### config.mk
export PLATFORM = sky130hd
export DESIGN_NAME = mem_port_arbiter
export DESIGN_NICKNAME = d
export VERILOG_FILES = /design/src/rtl/mem_port_arbiter.sv
export SDC_FILE = /design/constraint.sdc
export NUM_CORES = 1
export LEC_CHECK = 0
export CAP_MARGIN = 10
export CORE_MARGIN = 3
export CORE_UTILIZATION = 40
export DETAILED_ROUTE_END_ITERATION = 12
export PLACE_DENSITY = 0.77
export SETUP_SLACK_MARGIN = 0.4
export SLEW_MARGIN = 20
export SYNTH_ARGS = -nofsm -noshare
export SYNTH_HDL_FRONTEND = slang
export SYNTH_SLANG_ARGS = --single-unit
### constraint.sdc
create_clock -name clk -period 7.4 [get_ports clk]
set_input_delay 0.74 -clock clk [delete_from_list [all_inputs] [get_ports clk]]
set_output_delay 0.74 -clock clk [all_outputs]
set_load 0.02 [all_outputs]
### src/rtl/mem_port_arbiter.sv
// mem_port_arbiter
// Round-robin arbiter and sequencer that shares one single-port memory
// between an instruction-fetch port (reads only) and a data port
// (loads and stores). Only one transaction is in flight at a time.
// Every output is registered.
module mem_port_arbiter #(
  parameter int RD_LAT   = 1,
  parameter int ADDR_MAX = 50
) (
  input  logic        clk,
  input  logic        rst,
  input  logic        f_req,
  input  logic [15:0] f_addr,
  output logic        f_ack,
  output logic [31:0] f_data,
  input  logic        d_req,
  input  logic        d_we,
  input  logic [15:0] d_addr,
  input  logic [15:0] d_wdata,
  output logic        d_ack,
  output logic [15:0] d_rdata,
  output logic        err,
  output logic        busy,
  output logic        mem_read,
  output logic        mem_write,
  output logic [15:0] mem_addr,
  output logic [15:0] mem_wdata,
  input  logic [31:0] mem_rdata,
  input  logic        mem_valid
);

  typedef enum logic [1:0] {IDLE, ISSUE, WAIT, RESP} state_t;

  localparam logic [3:0]  CNT_INIT   = 4'(RD_LAT - 1);
  localparam logic [15:0] ADDR_LIMIT = 16'(ADDR_MAX);

  state_t      state_reg;
  logic        last_d_reg;   // 1 when the data port won the most recent grant
  logic        grant_d_reg;  // 1 when the current transaction belongs to the data port
  logic        we_reg;
  logic        oor_reg;      // latched address lies above ADDR_MAX
  logic [3:0]  cnt_reg;

  logic        pick_f;
  logic [15:0] sel_addr;
  logic        sel_we;
  logic        sel_oor;

  // Arbitration: a lone requester wins, a conflict goes to the port not granted last
  always_comb begin
    pick_f   = f_req && (!d_req || last_d_reg);
    sel_addr = pick_f ? f_addr : d_addr;
    sel_we   = !pick_f && d_we;
    sel_oor  = sel_addr > ADDR_LIMIT;
  end

  // Sequencer: grant, issue one command, wait out the read latency, acknowledge
  always_ff @(posedge clk or posedge rst) begin
    if (rst) begin
      state_reg   <= IDLE;
      last_d_reg  <= 1'b1;
      grant_d_reg <= 1'b0;
      we_reg      <= 1'b0;
      oor_reg     <= 1'b0;
      cnt_reg     <= 4'd0;
      f_ack       <= 1'b0;
      d_ack       <= 1'b0;
      err         <= 1'b0;
      busy        <= 1'b0;
      f_data      <= 32'd0;
      d_rdata     <= 16'd0;
      mem_read    <= 1'b0;
      mem_write   <= 1'b0;
      mem_addr    <= 16'd0;
      mem_wdata   <= 16'd0;
    end else begin
      // Pulses last a single cycle unless re-armed below
      f_ack     <= 1'b0;
      d_ack     <= 1'b0;
      err       <= 1'b0;
      mem_read  <= 1'b0;
      mem_write <= 1'b0;
      case (state_reg)
        IDLE: begin
          if (f_req || d_req) begin
            grant_d_reg <= !pick_f;
            last_d_reg  <= !pick_f;
            we_reg      <= sel_we;
            oor_reg     <= sel_oor;
            busy        <= 1'b1;
            state_reg   <= ISSUE;
            // Strobes are armed here so they are visible during ISSUE;
            // an out-of-range access never touches the memory bus.
            if (!sel_oor) begin
              mem_addr  <= sel_addr;
              mem_read  <= !sel_we;
              mem_write <= sel_we;
              if (sel_we) begin
                mem_wdata <= d_wdata;
              end
            end
          end
        end
        ISSUE: begin
          if (oor_reg) begin
            err       <= 1'b1;
            f_ack     <= !grant_d_reg;
            d_ack     <= grant_d_reg;
            // A rejected read returns zero; a rejected store leaves d_rdata alone
            if (!we_reg) begin
              if (grant_d_reg) begin
                d_rdata <= 16'd0;
              end else begin
                f_data  <= 32'd0;
              end
            end
            state_reg <= RESP;
          end else if (we_reg) begin
            d_ack     <= 1'b1;
            state_reg <= RESP;
          end else begin
            cnt_reg   <= CNT_INIT;
            state_reg <= WAIT;
          end
        end
        WAIT: begin
          if (cnt_reg == 4'd0) begin
            f_ack <= !grant_d_reg;
            d_ack <= grant_d_reg;
            err   <= !mem_valid;
            if (grant_d_reg) begin
              d_rdata <= mem_rdata[15:0];
            end else begin
              f_data  <= mem_rdata;
            end
            state_reg <= RESP;
          end else begin
            cnt_reg <= cnt_reg - 4'd1;
          end
        end
        RESP: begin
          busy      <= 1'b0;
          state_reg <= IDLE;
        end
        default: begin
          state_reg <= IDLE;
        end
      endcase
    end
  end

endmodule

* Word-level counts from Yosys, hierarchy flattened
Cells that the tools add are included.
** Word-level totals
- Output and inout bits :: 86
- Register bits after elaboration :: 96
- Bits of input ports :: 86
** Cells by class
- Muxes and demuxes :: 40
- Reduce and logical (&&, ||, !) cells :: 21
- $lt $le $gt $ge :: 1
- Equality and inequality tests :: 13
- Bitwise logic cells :: 1
- $add $sub $neg :: 1
** Operator list (number)
- two-way mux 32 bit :: 5
- two-way mux 16 bit :: 6
- case mux 32 bit (2 select lines) :: 1
- case mux 16 bit (2 select lines) :: 1
- != test 2 bit, second input constant :: 10
- greater-than comparator 16 x 6 -> 1 bit, second input constant :: 1
- two-way mux 1 bit :: 16
- two-way mux 4 bit :: 3
- AND reduction 6 bit :: 2
- case mux 1 bit (2 select lines) :: 4
- case mux 2 bit (4 select lines) :: 1
- case mux 4 bit (2 select lines) :: 1
- AND reduction 4 bit :: 2
- AND reduction 2 bit :: 3
- zero test 1 bit :: 5
- == test 2 bit, second input constant :: 2
- zero test 4 bit :: 1
- two-way mux 2 bit :: 2
- nonzero test 2 bit :: 2
- subtractor 4 x 1 -> 4 bit, second input constant :: 1
- AND reduction 3 bit :: 1
- == test 2 x 1 -> 1 bit, second input constant :: 1
- logical AND 1 bit :: 2
- zero test 2 bit :: 1
- 2 further kinds :: 3

* Depth between registers and ports, before layout
Gate-level depths: netlist (run 1).
- Depth in word-level cells :: 9
- Depth in mapped cells :: 8
- Depth with buffers taken out :: 6

* Worst setup path before layout (run 1)
Ideal clock, no wire load.
- Path type :: in2reg
- Start point :: input d_addr[10]
- End point :: register mem_wdata[0]
- Arrival :: 2.454 ns
- Stages on the path :: 5
- Required time :: 7.275 ns
- Library setup time :: 0.125 ns
- Setup slack :: 4.821 ns
- Cell sequence :: or4_4 a311o_1 nor3_4 buf_12 mux2_4
** Between the ends
- Cells in the longest elaborated chain, start to end :: 4
** RTL lines
- start: declaration :: RTL line 18 : input logic [15:0] d_addr,
- two-way mux 16 bit :: RTL line 52 : sel_addr = pick_f ? f_addr : d_addr;
- greater-than comparator 16 x 6 -> 1 bit :: RTL line 54 : sel_oor = sel_addr > ADDR_LIMIT;
- NOT 1 bit (no line)
- AND reduction 4 bit (no line)
- end signal: assignment :: RTL line 99 : mem_wdata <= d_wdata;
- end: declaration :: RTL line 27 : output logic [15:0] mem_wdata,
No other way between the ends.
A chain may end at the register's enable or synchronous reset.

* Worst setup path after layout (run 1)
- Start point :: input d_addr[10]
- End point :: register mem_wdata[13]
Same word-level chain as after synthesis.

==> qor.yml, run 1 <==
logic_synthesis:
  synth-seq-cells: 96
  synthCells: 306
  synth-edff-count: 0
  syn_area_um2: 3950
  synth-async-reset-ratio_pct: 100
  ys_warn_count: 0
  synthDistinctLibCells: 43
  synth_flop_cell: "dfrtp_1"
  yosysSeqAreaShare_pct: 60.9
  syn_area_per_cell_um2: 12.9
  syn_nets: 398
pwr:
  p_total_mw: 1.95
  powerDensity_nw_per_um2: 324
  irDropWorstVdd_mv: 0.151
  leakage_nw: 2.64
sta:
  setup_tns_ns: 0
  slew_violations: 0
  rsz0062_at_grt: "no"
  finClkSkew_ns: 0.00957
  hold_viol_final: 0
  fin_crit_ns: 3.03
  fin_crit_sh_pct: 41.0
  setup_violations: 0
  tightest_slew_ns: 1.05
  maxSlewHeadroom_pct: 30.3
  max_clock_freq_ghz: 0.330
global_routing:
  grt_pass1_vias: 3308
  grt-ovfl-total: 0
  grt_max_degree: 56
  grt_pass1_wl_mm: 16.9
  grt_use_total_pct: 18.8
  antenna_found_initial: 0
die:
  num_io_pins: 172
  dieArea_um2: 11100
  coreArea_um2: 9420
  start_util_pct: 41.9
  die_w_um: 105
  die_h_um: 105
  num_rows: 35
finish:
  final_common_cell: "clkdlybuf4s50_1"
  fin_nets: 570
  fillerInstances: 744
  syn_to_final_growth_pct: 52.6
  largest_reg_flops: 32
  regMostFlops: "f_data"
  diodes: 0
  mostFrequentLayoutCells: "clkdlybuf4s50_1 (171), dfrtp_1 (95), a22o_1 (39), nand2_1 (26), mux2_2 (19)"
  drive_above_1_share_pct: 12.4
  stdcell_area_um2: 6020
cts:
  clkLatencyLatePin_ns: 0.35
  cts_root_buffer: "clkbuf_8"
  post_cts_resized: 0
  clk_pin_slew_worst_paths_ns: 0.09
  numCtsBuffers: 9
  cts_hold_buf: 0
  postCtsSetupBuffers: 0
  h-tree-depth: 3
  clock_sinks: 96
  cts_tree: "yes"
  max-clock-path-buffers: 2
drt:
  drt_iter0_drc: 121
  drtPass1Iterations: 4
  drt-total-wl_mm: 10.2
  via_count: 3188
  antenna_left: 0
  wl_per_cell_um: 16.7
  via_per_inst: 5.21
  drcViolationCount: 0
placed_design:
  io_buffers: 171
  gp_congestion: 0.783
  place_hpwl_mm: 7.59
  place_area_um2: 5810
setup_path:
  end_kind: "flip-flop"
  path_class: "input pin to flip-flop"
  r2r_setup_slack_ns: 4.67
  startpoint_type: "input pin"
  cp_max_fo: 16
  cp.required_ns: 7.64
  crit_arrival_ns: 3.27
run_status:
  status: "finished, final reports clean"
run:
  cap_violations: 0
worst_hold_path:
  min_path_type: "flip-flop to flip-flop"
-- synth_stat cells, types with 2 or more instances --
cell      number  area (um^2)
dfrtp_1       95         2380
a22o_1        39          342
nand2_1       26         97.6
mux2_2        19          214
o21ai_0       18         90.1
clkbuf_1      13         48.8
and2_1        11         68.8
mux2_4        10          150
inv_1          8         30.0
nor2_1         8         30.0
ha_1           6         75.1
a21oi_1        5         25.0
nand2b_1       4         25.0
or4_1          4         30.0
a32oi_1        3         26.3
nor3_1         3         15.0
nor3b_1        3         22.5
a31oi_1        2         12.5
nand3_1        2         10.0
nor2b_1        2         12.5
nor4_1         2         12.5
or2_2          2         12.5
-- power breakdown --
group          internal, mW  switching [mW]  total [mW]  leakage, nW
logic                 0.409           0.437       0.846         1.24
clock network         0.171           0.190       0.361        0.108
registers             0.662          0.0831       0.745         1.29
total                  1.24           0.710        1.95         2.64
-- kinds of logic after synthesis --
logic type	count (synthesis)	share of synthesized area, %
compound gates	80	15.5
simple gates	73	10.0
flops	96	60.9
fa+ha+maj	6	1.90
buf+inv	22	2.50
mux	29	9.22
-- worst paths after layout --
path,startpoint,end,cells after the start
hold reg to reg,mem_addr[6]$_DFFE_PP0P_,mem_addr[6]$_DFFE_PP0P_,1
min in group asynchronous,rst,f_data[7]$_DFFE_PP0P_,2
hold / removal,mem_addr[6]$_DFFE_PP0P_,mem_addr[6]$_DFFE_PP0P_,1
setup / recovery,d_addr[10],mem_wdata[13]$_DFFE_PP0P_,5
setup reg to reg,state_reg[0]$_DFFE_PP0P_,mem_wdata[13]$_DFFE_PP0P_,6
max in group asynchronous,rst,mem_addr[12]$_DFFE_PP0P_,3
-- per-stage QoR --
step           worst slack, ns  hold slack, ns  cells  utilization (%)
2_1_floorplan             4.16           0.466    306                -
3_3_place_gp              4.05           0.462    596             61.7
3_5_place_dp              3.97           0.471    596             61.7
4_1_cts                   4.36           0.492    612             64.0
5_1_grt                   4.31           0.522    612             64.0
6_report                  4.37           0.490    612             64.0
-- worst max-delay path, cell delays in order --
cell             delay, ns
clkdlybuf4s50_1       0.41
or4_4                 0.55
a311o_1               0.39
nor3_4                0.76
mux2_2                0.41
-- final cells by class --
type | instances | area [um^2] | share of cell area [%]
clock buffer | 10 | 138 | 2.28
clock inverter | 6 | 73.8 | 1.23
multi-input combinational | 188 | 1470 | 24.5
timing repair buffer | 175 | 1740 | 28.9
tap | 129 | 161 | 2.68
inverter | 8 | 32.5 | 0.540
sequential | 96 | 2400 | 39.9
-- per-layer routing --
| layer | routed length [um] | track usage, % |
|---|---|---|
| met5 | 0 | 0 |
| met4 | 189 | 5.25 |
| met3 | 786 | 6.18 |
| met2 | 4960 | 31.0 |
| met1 | 4270 | 23.7 |
Note: power is estimated with default switching activity, not from simulation.
==> run 2: changes to the inputs <==
==> constraint.sdc (replaced) <==
create_clock -name clk -period 3.1 [get_ports clk]
set_input_delay 0.31 -clock clk [delete_from_list [all_inputs] [get_ports clk]]
set_output_delay 0.31 -clock clk [all_outputs]
set_load 0.02 [all_outputs]
==> qor.yml, run 2 (synthesis gave the netlist of run 1 again) <==
die:
  coreArea_um2: 9420  # unchanged
  die_w_um: 105  # unchanged
  num_io_pins: 172  # unchanged
  dieArea_um2: 11100  # unchanged
  die_h_um: 105  # unchanged
  num_rows: 35  # unchanged
  start_util_pct: 41.9  # unchanged
pwr:
  irDropWorstVdd_mv: 0.301  # +99%
  leakage_nw: 2.64  # about the same
  powerDensity_nw_per_um2: 754  # +130%
run_status:
  status: "finished, final reports clean"
cts:
  post_cts_resized: 0  # unchanged
  cts_tree: "yes"
  cts_hold_buf: 0  # unchanged
  clock_sinks: 96  # unchanged
  cts_root_buffer: "clkbuf_8"
  clk_pin_slew_worst_paths_ns: 0.10  # about the same
  numCtsBuffers: 9  # unchanged
  clkLatencyLatePin_ns: 0.35  # about the same
  h-tree-depth: 3  # unchanged
  max-clock-path-buffers: 2  # unchanged
  postCtsSetupBuffers: 0  # unchanged
sta:
  fin_crit_sh_pct: 76.9
  maxSlewHeadroom_pct: 59.3  # +29 points
  max_clock_freq_ghz: 0.420
  rsz0062_at_grt: "no"
  fin_crit_ns: 2.38
  finClkSkew_ns: 0.0182  # +0.00862 ns
  slew_violations: 0  # unchanged
  hold_viol_final: 0  # unchanged
  setup_tns_ns: 0  # unchanged
  setup_violations: 0  # unchanged
  tightest_slew_ns: 0.610  # -0.435 ns
finish:
  stdcell_area_um2: 6030  # +0.17%
  final_common_cell: "clkdlybuf4s50_1"
  diodes: 0  # unchanged
  drive_above_1_share_pct: 13.1  # +0.69 points
  syn_to_final_growth_pct: 52.8
  largest_reg_flops: 32  # unchanged
  finalCoreUtilization_pct: 64.1  # +0.11 points
  regMostFlops: "f_data"
  fin_nets: 575  # +0.88%
  mostFrequentLayoutCells: "clkdlybuf4s50_1 (171), dfrtp_1 (95), a22o_1 (39), nand2_1 (26), mux2_2 (19)"
setup_path:
  cp.required_ns: 3.33  # -4.31 ns
  max_stage_delay_ns: 0.45  # -0.31 ns
  crit_arrival_ns: 2.62  # -0.65 ns
  slowest_stage: "dfrtp_1"
  cp_max_fo: 16  # unchanged
  path_class: "flip-flop to flip-flop"
  startpoint_type: "flip-flop"
  path_cells: "inv_1 -> ha_1 -> o21ai_2 -> or2_2 -> nor3_4 -> buf_4 -> mux2_2"
  end_kind: "flip-flop"
placed_design:
  place_hpwl_mm: 7.83  # +3.1%
  gp_congestion: 0.788  # +0.65%
  place_area_um2: 5850  # +0.69%
  io_buffers: 171  # unchanged
drt:
  antenna_left: 0  # unchanged
  drt-total-wl_mm: 10.2  # +0.34%
  drcViolationCount: 0  # unchanged
  drt_iter0_drc: 103  # -15%
  via_count: 3102  # -2.7%
  drtPass1Iterations: 4  # unchanged
  via_per_inst: 5.03  # -3.5%
  wl_per_cell_um: 16.6  # -0.47%
global_routing:
  grt_pass1_vias: 3277  # -0.94%
  grt_pass1_wl_mm: 16.7  # -1.1%
  antenna_found_initial: 0  # unchanged
  grt_max_degree: 59  # +5.4%
  grt_use_total_pct: 18.7  # -0.093 points
  grt-ovfl-total: 0  # unchanged
run:
  cap_violations: 0  # unchanged
worst_hold_path:
  min_path_type: "input pin to async pin"
-- run 2: metrics by stage --
stage | hold slack, ns | worst slack, ns | total power [mW] | std cells
4_1_cts | 0.300 | 0.689 | 4.60 | 617
3_5_place_dp | 0.471 | 0.471 | 3.84 | 601
2_1_floorplan | 0.397 | 0.824 | 2.90 | 306
5_1_grt | 0.314 | 0.570 | 4.83 | 617
6_report | 0.293 | 0.717 | 4.55 | 617
3_3_place_gp | 0.464 | 0.538 | 3.77 | 601
-- run 2: routing by layer --
metal | up-vias | GRT usage (%) | part of all wire [%]
met4 | 0 | 4.97 | 1.7
met1 | 1492 | 23.3 | 41
met5 | - | 0 | 0
li1 | 1464 | - | -
met3 | 15 | 5.88 | 7.5
met2 | 131 | 31.6 | 49
-- run 2: layout make-up --
cell class | instances | area (um^2)
inverter | 8 | 33.8
fill | 774 | 3380
clock buffer | 10 | 128
clock inverter | 6 | 53.8
multi-input combinational | 188 | 1460
tap | 129 | 161
sequential | 96 | 2400
timing repair buffer | 180 | 1790
-- run 2: report_power, final --
group / total, mW / switching [mW] / internal [mW]
combinational: 2.02 / 1.04 / 0.986
sequential: 1.78 / 0.196 / 1.58
clock: 0.752 / 0.448 / 0.305
total: 4.55 / 1.68 / 2.87
-- run 2: worst paths after layout --
kind	from	endpoint	slack, ns	depth (start not counted)
max in group asynchronous	rst	last_d_reg$_DFFE_PP1P_	2.13	3
worst min register to register	f_data[9]$_DFFE_PP0P_	f_data[9]$_DFFE_PP0P_	0.49	2
min in group clk	f_data[9]$_DFFE_PP0P_	f_data[9]$_DFFE_PP0P_	0.49	2
worst max register to register	state_reg[0]$_DFFE_PP0P_	mem_wdata[9]$_DFFE_PP0P_	0.72	7
worst max-delay path	state_reg[0]$_DFFE_PP0P_	mem_wdata[9]$_DFFE_PP0P_	0.72	7
worst min-delay path	rst	mem_wdata[6]$_DFFE_PP0P_	0.29	2
-- run 2: critical path, delay by kind of cell (launching register included) --
family                     cells  cell delay (ns)
AOI/OAI and AO/OA              1             0.18
muxes                          1             0.37
DFF                            1             0.45
adders and majority gates      1             0.31
and+or+nand+nor                2             0.56
buffers and inverters          2             0.40
==> run 3: changes to the inputs <==
--- a/config.mk
+++ b/config.mk
@@ -7,9 +7,9 @@
 export LEC_CHECK = 0
 export CAP_MARGIN = 10
 export CORE_MARGIN = 3
-export CORE_UTILIZATION = 40
+export CORE_UTILIZATION = 38
 export DETAILED_ROUTE_END_ITERATION = 12
-export PLACE_DENSITY = 0.77
+export PLACE_DENSITY = 0.76
 export SETUP_SLACK_MARGIN = 0.4
 export SLEW_MARGIN = 20
 export SYNTH_ARGS = -nofsm -noshare
==> constraint.sdc (replaced) <==
create_clock -name clk -period 2 [get_ports clk]
set_input_delay 0.2 -clock clk [delete_from_list [all_inputs] [get_ports clk]]
set_output_delay 0.2 -clock clk [all_outputs]
set_load 0.02 [all_outputs]
==> qor.yml, run 3 (synthesis gave the netlist of run 1 again) <==
setup_path:
  path_class: "flip-flop to flip-flop"
  max_stage_delay_ns: 0.39  # -0.06 ns
  path_delay_family: "buffers and inverters"
  startpoint_type: "flip-flop"
  cp_max_fo: 11  # -5
  crit_arrival_ns: 2.03  # -0.59 ns
  cp.required_ns: 2.24  # -1.09 ns
  end_kind: "flip-flop"
  crit_buf_inv: 5  # +3
  slowest_stage: "dfrtp_1"
  crit_top_cell: "buf_12"
  path_cells: "inv_2 -> buf_4 -> ha_4 -> buf_6 -> nor2b_4 -> o221ai_4 -> buf_12 -> buf_12 -> a22o_1"
finish:
  largest_reg_flops: 32  # unchanged
  fillerInstances: 725  # -6.3%
  drive_above_1_share_pct: 26.2  # +13 points
  final_common_cell: "clkdlybuf4s50_1"
  regArea_um2: 2400  # unchanged
  fin_nets: 614  # +6.8%
  regMostFlops: "f_data"
  mostFrequentLayoutCells: "clkdlybuf4s50_1 (145), dfrtp_1 (95), a22o_1 (39), nand2_1 (26)"
  finalCoreUtilization_pct: 69.1  # +5.0 points
  diodes: 0  # unchanged
  multi_input_area_um2: 1750  # +20%
  syn_to_final_growth_pct: 74.1
  stdcell_count: 660  # +7.0%
global_routing:
  grt_max_degree: 97  # +64%
  top_usage_layer: "met2"
  grt_pass1_wl_mm: 18.0  # +7.9%
  met2_usage_pct: 33.7  # +2.1 points
  grt_pass1_vias: 3503  # +6.9%
  grt_use_met1_pct: 25.6  # +2.3 points
  antenna_found_initial: 0  # unchanged
  grt_use_total_pct: 19.6  # +0.90 points
  grt-ovfl-total: 0  # unchanged
  grtUsageMet3_pct: 3.88  # -2.0 points
cts:
  cts_root_buffer: "clkbuf_8"
  cts_tree: "yes"
  max-clock-path-buffers: 2  # unchanged
  clkLatencyLatePin_ns: 0.36  # about the same
  numCtsBuffers: 9  # unchanged
  h-tree-depth: 3  # unchanged
  clock_sinks: 96  # unchanged
  clk_pin_slew_worst_paths_ns: 0.11  # about the same
drt:
  via_count: 3348  # +7.9%
  antenna_left: 0  # unchanged
  via_per_inst: 5.07  # +0.90%
  drtPass1Iterations: 4  # unchanged
  drcViolationCount: 0  # unchanged
  drt-total-wl_mm: 11.7  # +14%
  drt_iter0_drc: 173  # +68%
  wl_per_cell_um: 17.7  # +6.4%
die:
  dieArea_um2: 11700  # +5.0%
  die_w_um: 108  # +2.5%
  die_h_um: 108  # +2.5%
  coreArea_um2: 9950  # +5.7%
  num_rows: 36  # +2.9%
  start_util_pct: 39.7  # -2.3 points
  num_io_pins: 172  # unchanged
pwr:
  leakage_nw: 3.22  # +22%
  irDropWorstVdd_mv: 0.641  # +110%
  powerDensity_nw_per_um2: 1190  # +58%
sta:
  max_clock_freq_ghz: 0.556  # +33%
  fin_crit_sh_pct: 89.9  # +13 points
  rsz0062_at_grt: "yes"
  tightest_slew_ns: 0.489  # -0.121 ns
  finClkSkew_ns: 0.0126  # -0.00560 ns
  setup_violations: 0  # unchanged
  slew_violations: 0  # unchanged
  maxSlewHeadroom_pct: 67.4  # +8.0 points
  hold_viol_final: 0  # unchanged
  fin_crit_ns: 1.80  # -0.585 ns
  layout_setup_ws_ns: 0.202  # -0.515 ns
  setup_tns_ns: 0  # unchanged
placed_design:
  io_buffers: 171  # unchanged
  gp_congestion: 0.768  # -2.5%
  pre_cts_ws_ns: -0.410  # -0.881 ns
  dp_cells: 615  # +2.3%
  place_hpwl_mm: 7.86  # +0.33%
run:
  cap_violations: 0  # unchanged
run_status:
  status: "finished, final reports clean"
worst_hold_path:
  min_path_type: "input pin to async pin"
## run 3: what timing repair did
action	4_1_cts	5_1_grt
setup buffers	16	4
gates cloned	6	3
endpoints found under the setup margin	85	97
hold endpoints to repair	0	0
pin swaps	15	24
hold buffers	0	0
resized for setup	59	30
## run 3: cell type report
class                           instances  share of cell area (%)
Sequential cell                        96                    35.0
Timing Repair Buffer                  218                    33.9
Multi-Input combinational cell        189                    25.4
Tap cell                              133                    2.42
Clock buffer                            9                    1.80
Clock inverter                          7                   0.983
Inverter                                8                   0.491
## run 3: worst register-to-register path, cell delays in order, from the launching register on
cell and delay, ns:
dfrtp_1 0.39, inv_2 0.07, buf_4 0.14, ha_4 0.16, buf_6 0.12, nor2b_4 0.14
o221ai_4 0.12, buf_12 0.17, buf_12 0.14, a22o_1 0.24
## run 3: metrics by stage
step,hold WS (ns),total power [mW],area [um^2]
6_report,0.332,8.19,6870
3_3_place_gp,0.462,6.13,6110
4_1_cts,0.333,7.99,6680
2_1_floorplan,0.287,4.77,4170
5_1_grt,0.368,8.64,6870
3_5_place_dp,0.469,6.25,6110
## run 3: power breakdown
group	switching, mW	internal (mW)
Sequential	0.319	2.45
Clock	0.750	0.481
Combinational	1.94	2.25
Total	3.01	5.18
## run 3: path summary, 6_finish.rpt
kind                       depth (start not counted)  slack [ns]                        to                startpoint
max                                                9        0.20    f_data[26]$_DFFE_PP0P_  state_reg[1]$_DFFE_PP0P_
min                                                3        0.33  mem_wdata[7]$_DFFE_PP0P_                       rst
max reg2reg                                        9        0.20    f_data[26]$_DFFE_PP0P_  state_reg[1]$_DFFE_PP0P_
min reg2reg                                        2        0.49     f_data[8]$_DFFE_PP0P_     f_data[8]$_DFFE_PP0P_
max in group asynchronous                          3        1.28    last_d_reg$_DFFE_PP1P_                       rst
min in group clk                                   4        0.35       mem_write$_DFF_PP0_                d_addr[13]
## run 3: routing by layer
metal	share of wire, %	routed length, um
met5	0	0
met4	1.4	168
met3	5.2	608
met2	52	6010
met1	42	4870
